[config.mk]
export PLATFORM = sky130hd
export DESIGN_NAME = mem_stream_reader
export DESIGN_NICKNAME = d
export VERILOG_FILES = /design/src/rtl/mem_stream_reader_pkg.sv /design/src/rtl/mem_stream_reader.sv
export SDC_FILE = /design/constraint.sdc
export NUM_CORES = 1
export LEC_CHECK = 0
export CAP_MARGIN = 40
export CORE_ASPECT_RATIO = 0.9
export CORE_UTILIZATION = 50
export DETAILED_ROUTE_END_ITERATION = 8
export PLACE_DENSITY = 0.85
export SLEW_MARGIN = 5
export SYNTH_ARGS = -nofsm -noshare
export SYNTH_HDL_FRONTEND = slang
export SYNTH_SLANG_ARGS = --single-unit
export TNS_END_PERCENT = 10
[constraint.sdc]
create_clock -name clk -period 4.8 [get_ports clk]
set_input_delay 0.96 -clock clk [delete_from_list [all_inputs] [get_ports clk]]
set_output_delay 0.96 -clock clk [all_outputs]
set_load 0.005 [all_outputs]
[src/rtl/mem_stream_reader_pkg.sv]
// Shared types and constants for the memory stream reader.
package mem_stream_reader_pkg;

    localparam int unsigned ADDR_W = 5;
    localparam int unsigned DATA_W = 8;

    typedef enum logic [2:0] {
        StIdle,
        StIssue,
        StLatch,
        StSend,
        StFinish
    } state_e;

endpackage

[src/rtl/mem_stream_reader.sv]
// Sweeps a 1-cycle registered memory over an inclusive, wrapping address range and
// hands each byte to a valid/ready consumer.
module mem_stream_reader #(
    parameter bit          STOP_ON_NUL = 1'b1,
    parameter int unsigned ADDR_W      = mem_stream_reader_pkg::ADDR_W
) (
    input  logic                                    clk,
    input  logic                                    rst_n,
    input  logic                                    start,
    input  logic                                    abort,
    input  logic [ADDR_W-1:0]                       start_addr,
    input  logic [ADDR_W-1:0]                       end_addr,
    output logic [ADDR_W-1:0]                       address,
    input  logic [mem_stream_reader_pkg::DATA_W-1:0] value,
    output logic [mem_stream_reader_pkg::DATA_W-1:0] byte_out,
    output logic                                    byte_valid,
    input  logic                                    byte_ready,
    output logic                                    busy,
    output logic                                    done
);

    import mem_stream_reader_pkg::*;

    state_e              state_q, state_d;
    logic [ADDR_W-1:0]   cur_addr_q, cur_addr_d;
    logic [ADDR_W-1:0]   end_addr_q, end_addr_d;
    logic [DATA_W-1:0]   data_q, data_d;

    always_ff @(posedge clk or negedge rst_n) begin
        if (!rst_n) begin
            state_q    <= StIdle;
            cur_addr_q <= '0;
            end_addr_q <= '0;
            data_q     <= '0;
        end else begin
            state_q    <= state_d;
            cur_addr_q <= cur_addr_d;
            end_addr_q <= end_addr_d;
            data_q     <= data_d;
        end
    end

    always_comb begin
        state_d    = state_q;
        cur_addr_d = cur_addr_q;
        end_addr_d = end_addr_q;
        data_d     = data_q;
        unique case (state_q)
            StIdle: begin
                if (start) begin
                    state_d    = StIssue;
                    cur_addr_d = start_addr;
                    end_addr_d = end_addr;
                end
            end
            StIssue: begin
                state_d = abort ? StFinish : StLatch;
            end
            StLatch: begin
                // Memory output now belongs to cur_addr_q, presented since ISSUE.
                data_d = value;
                if (abort) begin
                    state_d = StFinish;
                end else if (STOP_ON_NUL && (value == '0)) begin
                    state_d = StFinish;
                end else begin
                    state_d = StSend;
                end
            end
            StSend: begin
                // Abort wins over a simultaneous handshake; the byte is dropped.
                if (abort) begin
                    state_d = StFinish;
                end else if (byte_ready) begin
                    if (cur_addr_q == end_addr_q) begin
                        state_d = StFinish;
                    end else begin
                        cur_addr_d = cur_addr_q + ADDR_W'(1);
                        state_d    = StIssue;
                    end
                end
            end
            StFinish: begin
                state_d = StIdle;
            end
            default: begin
                state_d = StIdle;
            end
        endcase
    end

    always_comb begin
        address    = '0;
        byte_out   = '0;
        byte_valid = 1'b0;
        unique case (state_q)
            StIssue, StLatch: begin
                address = cur_addr_q;
            end
            StSend: begin
                address    = cur_addr_q;
                byte_out   = data_q;
                byte_valid = 1'b1;
            end
            default: begin
                address = '0;
            end
        endcase
    end

    assign busy = (state_q != StIdle);
    assign done = (state_q == StFinish);

endmodule

After elaboration in Yosys (flattened, before gate mapping)
Cells that the tools add are included.
{"block": "word_totals", "reg_bits": 21, "inputBits": 23}
{"block": "classes", "add_sub_neg": 1, "n_eq_ne": 10, "muxes": 16, "n_reduce_logical": 8}
{"cell": "$mux 5", "count": 5}
{"cell": "$mux 3", "count": 7}
{"cell": "$pmux 3 s4", "count": 1}
{"cell": "$pmux 5 s2", "count": 1}
{"cell": "$logic_not 8->1", "count": 1}
{"cell": "$mux 8", "count": 1}
{"cell": "$ne 2x2->1 const B", "count": 4}
{"cell": "$eq 3x2->1 const B", "count": 2}
{"cell": "$add 5x1->5 const B", "count": 1}
{"cell": "$eq 5x5->1", "count": 1}
{"cell": "$reduce_and 5->1", "count": 1}
{"cell": "$reduce_and 2->1", "count": 2}
{"cell": "$eq 3x1->1 const B", "count": 1}
{"cell": "$eq 3x3->1 const B", "count": 1}
{"cell": "$logic_not 3->1", "count": 1}
{"cell": "$ne 3x3->1 const B", "count": 1}
{"cell": "$reduce_bool 3->1", "count": 1}
{"cell": "$reduce_or 3->1", "count": 1}
{"cell": "$reduce_bool 2->1", "count": 1}
{"cell": "$mux 1", "count": 1}

Longest topological paths before layout
Gate-level depths: netlist of the first run.
{"block": "logic_depth", "ltp_word": 5, "ltp_mapped": 5, "mapped_depth_nobuf": 5}

Worst setup path after synthesis of the first run
Ideal clock, no wire load.
{"block": "synth_timing", "path_kind": "input to register", "startpoint": "input port start", "endpoint": "register cur_addr_q[1]", "setup_ns": 0.125, "arrival_ns": 1.965, "required_ns": 4.675, "setup_slack_ns": 2.710, "stages": 4, "n_path_buf": 0, "cell_sequence": "or3b_4 -> a21oi_4 -> o21a_4 -> mux2_4"}
{"block": "synth_between", "elab_chain_len": 2}
{"element": "start, declared", "line": "mem_stream_reader.sv:9", "text": "input logic start,"}
{"element": "$ne 2x2->1 (no source line)"}
{"element": "$reduce_and 5->1 (no source line)"}
{"element": "end signal, assigned", "line": "mem_stream_reader.sv:37", "text": "cur_addr_q <= cur_addr_d;"}
{"element": "end, declared", "line": "mem_stream_reader.sv:25", "text": "logic [ADDR_W-1:0] cur_addr_q, cur_addr_d;"}
No other way between the ends.
A chain may end at the register's enable or synchronous reset.

Worst setup path in the final report of the first run
{"block": "layout_timing", "startpoint": "register state_q[2]", "endpoint": "output port byte_out[3] (netlist bit)"}
{"block": "layout_between", "elab_chain_len": 2}
{"element": "start, declared", "line": "mem_stream_reader.sv:24", "text": "state_e state_q, state_d;"}
{"element": "start signal, assigned", "line": "mem_stream_reader.sv:31", "text": "state_q <= StIdle;"}
{"element": "start signal, assigned", "line": "mem_stream_reader.sv:36", "text": "state_q <= state_d;"}
{"element": "$eq 3x2->1", "line": "mem_stream_reader.sv:96", "text": "unique case (state_q)"}
{"element": "$mux 8", "line": "mem_stream_reader.sv:96"}
{"element": "end, declared", "line": "mem_stream_reader.sv:15", "text": "output logic [mem_stream_reader_pkg::DATA_W-1:0] byte_out,"}
No other way between the ends.

==> results of run 1 <==
## synth_stat cells, drive strengths merged (3+ instances only)
| cell | instances | area (um2) |
|---|---|---|
| dfrtp | 21 | 526 |
| mux2 | 14 | 161 |
| and2 | 13 | 81.3 |
| nand2 | 10 | 37.5 |
| nand3 | 7 | 40.0 |
| nor3 | 6 | 30.0 |
| nor2 | 5 | 18.8 |
| xnor2 | 5 | 43.8 |
| o211ai | 4 | 30.0 |
| a21oi | 3 | 26.3 |
| buf | 3 | 23.8 |
| inv | 3 | 11.3 |
| nor4 | 3 | 18.8 |
## final cells by class
type | instances | share of cell area, %
well taps | 27 | 2.00
inverters | 4 | 1.18
repair buffers | 39 | 23.4
flip-flops and latches | 21 | 31.1
clock buffers | 4 | 1.55
multi-input cells | 90 | 40.8
## cells by family (layout without fill, tap and decap cells)
| logic type | count (synthesis) | in the layout | share of synthesized area [%] |
|---|---|---|---|
| AOI/OAI and AO/OA | 18 | 18 | 11.7 |
| xor gates and xnor gates | 5 | 5 | 3.44 |
| adders and majority gates | 1 | 1 | 0.984 |
| buffers and inverters | 9 | 47 | 4.33 |
| DFF | 21 | 21 | 41.3 |
| muxes | 14 | 14 | 12.7 |
| and+or+nand+nor | 52 | 52 | 25.5 |
## layer usage
| layer | track usage [%] | part of all wire (%) |
|---|---|---|
| met5 | 0 | 0 |
| met4 | 3.33 | 0.50 |
| met3 | 6.48 | 3.1 |
| met2 | 41.4 | 51 |
| met1 | 31.5 | 45 |
## registers in the layout, summed over array words and instances, names as in the netlist
signal and count:
state_q 3, data_q 8, end_addr_q 5, cur_addr_q 5
## per-stage QoR
step | hold WS (ps) | std cells
finish | 509 | 185
floorplan | 472 | 120
global placement | 483 | 180
global route | 536 | 185
CTS | 516 | 185
detailed placement | 491 | 181
## path summary, 6_finish.rpt
check / slack (ps) / cells after the start / start / end
max in group asynchronous: 3400 / 2 / rst_n / data_q[1]$_DFFE_PN0P_
worst min register to register: 510 / 1 / data_q[3]$_DFFE_PN0P_ / data_q[3]$_DFFE_PN0P_
min in group asynchronous: 950 / 1 / rst_n / cur_addr_q[4]$_DFFE_PN0P_
worst max-delay path: 1780 / 4 / state_q[2]$_DFFE_PN0P_ / byte_out[3]
worst min-delay path: 510 / 1 / data_q[3]$_DFFE_PN0P_ / data_q[3]$_DFFE_PN0P_
worst max register to register: 2940 / 4 / state_q[0]$_DFFE_PN0P_ / cur_addr_q[1]$_DFFE_PN0P_
## power breakdown
group	internal [mW]	switching, mW	total, mW	leakage [nW]
Combinational	0.272	0.202	0.474	0.423
Sequential	0.264	0.0997	0.364	0.252
Clock	0.0324	0.0526	0.0850	0.0150
Total	0.568	0.355	0.923	0.691
==> impl_metrics.env, run 1 <==
export IMPL_max_vdd_ir_drop_mv=0.395
export IMPL_grt_use_total_pct=24.5
export IMPL_hold_violations=0
export IMPL_slew_violations=0
export IMPL_drc_errors=0
export IMPL_synth_edff_count=0
export IMPL_tightest_slew_ps=483
export IMPL_drt_iter0_drc=16
export IMPL_syn_avg_cell_area_um2=10.6
export IMPL_final_core_util_pct=74.1
export IMPL_final_setup_tns_ps=0
export IMPL_nets=183
export IMPL_clock_skew_ps=13.4
export IMPL_clkLatencyLatePin_ps=310
export IMPL_setup_violations=0
export IMPL_drt_wirelength_per_cell_um=16.1
export IMPL_core_area_mm2=0.00228
export IMPL_total_power_mw=0.923
export IMPL_cts_tree="yes"
export IMPL_slowest_stage="dfrtp_1"
export IMPL_vias=1055
export IMPL_postPlaceCellArea_mm2=0.00167
export IMPL_arrival_ps=2060
export IMPL_clkSinkCount=21
export IMPL_fill_cells=174
export IMPL_pin_count=39
export IMPL_multi_input_area_um2=691
export IMPL_diodes=0
export IMPL_grt_first_pass_wirelength_um=4720
export IMPL_final_area_mm2=0.00169
export IMPL_synthArstFlopShare_pct=100
export IMPL_postCtsSetupRepairBufs=0
export IMPL_slew_headroom_pct=67.5
export IMPL_postLayoutSetupSlackWorst_ps=1780
export IMPL_wl_um=2970
export IMPL_grt_max_degree=18
export IMPL_clock_fmax_mhz=332
export IMPL_ant_nets=0
export IMPL_clk_path_buf_depth=2
export IMPL_synth_cell_types=40
export IMPL_die_w_um=55.2
export IMPL_initial_core_util_pct=55.7
export IMPL_finalCritPeriodShare_pct=62.8
export IMPL_gp_congestion=0.870
export IMPL_h_tree_depth=1
export IMPL_max_stage_delay_ps=650
export IMPL_outcome="complete, no violations"
export IMPL_crit_path_end_kind="output pin"
export IMPL_dp_slack_ps=2120
export IMPL_clk_pin_slew_ps=120
export IMPL_post_route_cells_drive_above_1_share_pct=15.8
export IMPL_crit_chain="nand3b_4 -> clkinv_4 -> and2_1 -> clkdlybuf4s50_1"
export IMPL_dp_hpwl_um=2260
export IMPL_seq_area_frac_synth_pct=41.3
export IMPL_synthesis_nets=144
export IMPL_path_class="register to output pin"
export IMPL_ys_ff_latch=21
export IMPL_grt_pass1_vias=1044
export IMPL_syn_inst=120
export IMPL_holdCritPathClass="register to register"
export IMPL_p_leak_nw=0.691
export IMPL_yosysWarnings=0
export IMPL_fp_row_count=16
export IMPL_cp_start_kind="register"
export IMPL_drt_vias_per_instance=5.70
export IMPL_ff_latch_area_um2=526
export IMPL_synth_area_mm2=0.00127
export IMPL_grt_overflow_total=0
export IMPL_cap_violations=0
export IMPL_syn_to_final_growth_pct=33.1
export IMPL_cts_resized=0
export IMPL_power_density_mw_per_mm2=546
export IMPL_first_pass_iters=5
export IMPL_path_delay_family="flip-flops"
export IMPL_layout_commonest_cell="clkdlybuf4s50_1"
export IMPL_critPathRequiredTime_ps=3840
export IMPL_final_cell_mix="clkdlybuf4s50_1 (38), dfrtp_1 (21), and2_1 (13)"
export IMPL_numPortBuffers=38
export IMPL_hold_buffers=0
export IMPL_synthFlopType="dfrtp_1"
export IMPL_dieArea_mm2=0.00275
export IMPL_antenna_found_initial=0
export IMPL_numCtsBuffers=3
export IMPL_cp_num_buf_inv=2
export IMPL_root_buffer="clkbuf_4"
export IMPL_die_h_um=49.8
export IMPL_post_route_min_period_ps=3020
export IMPL_rsz0062_at_grt="no"
export IMPL_crit_fanout=17
No activity file was read; power rests on OpenSTA's default activity.
==> run 2, diff against run 1 <==
- CORE_UTILIZATION: 50 -> 42
- PLACE_DENSITY: 0.85 -> 0.76
- clock period: 4.8 -> 2.7 ns (I/O delays scaled with it)
==> impl_metrics.env, run 2 (synthesis results as in run 1) <==
export IMPL_rr_endpoint="cur_addr_q[1]$_DFFE_PN0P_"
export IMPL_p_sw_share_pct=38.5
export IMPL_crit_path_start="state_q[1]$_DFFE_PN0P_"
export IMPL_drt_wirelength_per_cell_um=14.5
export IMPL_combPwrFrac_pct=52.2
export IMPL_slew_headroom_pct=70.0
export IMPL_max_vdd_ir_drop_mv=0.546
export IMPL_hp_start="data_q[0]$_DFFE_PN0P_"
export IMPL_finalCritPeriodShare_pct=94.3
export IMPL_clk_pin_slew_ps=120
export IMPL_core_area_mm2=0.00282
export IMPL_h_tree_depth=1
export IMPL_clk_path_buf_depth=2
export IMPL_grt_overflow_total=0
export IMPL_syn_to_final_growth_pct=34.4
export IMPL_top_layer_used="met4"
export IMPL_cts_tree="yes"
export IMPL_dieArea_mm2=0.00325
export IMPL_final_area_mm2=0.00171
export IMPL_dr_wl_met2_um=1390
export IMPL_grt_first_pass_wirelength_um=4550
export IMPL_nets=184
export IMPL_clock_power_share_pct=9.4
export IMPL_setup_violations=0
export IMPL_crit_fanout=17
export IMPL_stdcell_count=199
export IMPL_postLayoutSetupSlackWorst_ps=155
export IMPL_die_h_um=54.2
export IMPL_layout_commonest_cell="clkdlybuf4s50_1"
export IMPL_cap_violations=0
export IMPL_crit_path_end_kind="output pin"
export IMPL_antenna_found_initial=0
export IMPL_r2r_slack_ps=890
export IMPL_reg_largest_list="data_q (8), cur_addr_q (5), end_addr_q (5)"
export IMPL_fp_row_count=18
export IMPL_final_cell_mix="clkdlybuf4s50_1 (38), dfrtp_1 (20), and2_1 (13)"
export IMPL_power_density_mw_per_mm2=968
export IMPL_drc_errors=0
export IMPL_vias=1070
export IMPL_slowest_stage="dfrtp_1"
export IMPL_grt_use_total_pct=19.7
export IMPL_hold_violations=0
export IMPL_largest_reg_flops=8
export IMPL_wl_met1_um=1340
export IMPL_post_route_min_period_ps=2550
export IMPL_final_core_util_pct=60.7
export IMPL_post_route_cells_drive_above_1_share_pct=17.0
export IMPL_dp_slack_ps=446
export IMPL_wl_um=2890
export IMPL_total_power_mw=1.65
export IMPL_p_seq_share_pct=38.4
export IMPL_path_class="register to output pin"
export IMPL_intPower_mw=1.02
export IMPL_max_stage_delay_ps=620
export IMPL_arrival_ps=2010
export IMPL_clkSinkCount=21
export IMPL_numPortBuffers=38
export IMPL_p_switching_mw=0.637
export IMPL_clock_fmax_mhz=393
export IMPL_diodes=0
export IMPL_hold_buffers=0
export IMPL_crit_end="byte_out[0]"
export IMPL_grt_max_degree=22
export IMPL_postPlaceCellArea_mm2=0.00168
export IMPL_rr_worst_depth=5
export IMPL_rsz0062_at_grt="no"
export IMPL_pin_count=39
export IMPL_die_w_um=60.0
export IMPL_root_buffer="clkbuf_4"
export IMPL_dp_hpwl_um=2240
export IMPL_grt_pass1_vias=976
export IMPL_p_leak_nw=0.692
export IMPL_first_pass_iters=4
export IMPL_final_setup_tns_ps=0
export IMPL_drt_vias_per_instance=5.38
export IMPL_clkLatencyLatePin_ps=310
export IMPL_cp_start_kind="register"
export IMPL_gp_congestion=0.985
export IMPL_numCtsBuffers=3
export IMPL_slew_violations=0
export IMPL_tightest_slew_ps=446
export IMPL_holdCritPathClass="register to register"
export IMPL_r2r_start="state_q[1]$_DFFE_PN0P_"
export IMPL_holdWs_ps=510
export IMPL_initial_core_util_pct=45.2
export IMPL_outcome="complete, no violations"
export IMPL_critPathRequiredTime_ps=2160
export IMPL_clock_skew_ps=4.85
export IMPL_ant_nets=0
export IMPL_crit_chain="nand3b_4 -> clkinv_4 -> and2_1 -> clkdlybuf4s50_1"
export IMPL_regMostFlops="data_q"
export IMPL_wl_met3_um=136
export IMPL_dp_cells=195
export IMPL_drt_iter0_drc=39
[run 2: cell types whose count changed in the layout (fill, tap and decap cells not counted), sizes merged]
cell,previous run,this run
buf,1,2
[run 2: how the worst min path moves through the flow]
stage / endpoint / slack, ps / cells after the start
after floorplan: cur_addr_q[0]$_DFFE_PN0P_ / 240 / 0
after global placement: data_q[0]$_DFFE_PN0P_ / 480 / 1
after detailed placement: data_q[0]$_DFFE_PN0P_ / 490 / 1
after CTS: data_q[0]$_DFFE_PN0P_ / 520 / 1
after global routing: data_q[3]$_DFFE_PN0P_ / 530 / 1
final: data_q[0]$_DFFE_PN0P_ / 510 / 1
[run 2: layout make-up]
cell class	instances	area, um2
timing repair buffer	40	395
sequential	21	527
clock buffer	4	26.3
multi-input combinational	90	691
fill	245	1110
tap	40	50.0
inverter	4	20.0
[run 2: power by group through the flow]
stage / combinational [mW] / clock, mW / sequential, mW
2_1_floorplan: 0.634 / 0 / 0.569
3_3_place_gp: 0.839 / 0 / 0.627
3_5_place_dp: 0.858 / 0 / 0.642
4_1_cts: 0.863 / 0.161 / 0.632
5_1_grt: 0.942 / 0.175 / 0.661
6_report: 0.863 / 0.156 / 0.635
[run 2: what timing repair did]
| item | in CTS | in global routing |
|---|---|---|
| buffers inserted | 0 | 0 |
| gates resized for setup | 0 | 1 |
| endpoints found under the setup margin | 0 | 3 |
[run 2: worst max-delay path: cells and delay by family (launching register included)]
| family | cells | cell delay [ps] |
|---|---|---|
| AND/OR/NAND/NOR | 2 | 380 |
| flip-flops | 1 | 620 |
| buffers and inverters | 2 | 680 |
[run 2: metal layers]
| metal | global-route usage [%] | vias up |
|---|---|---|
| li1 | - | 512 |
| met1 | 26.1 | 515 |
| met2 | 32.4 | 39 |
| met4 | 5.04 | 0 |
| met5 | 0 | - |
| met3 | 4.57 | 4 |
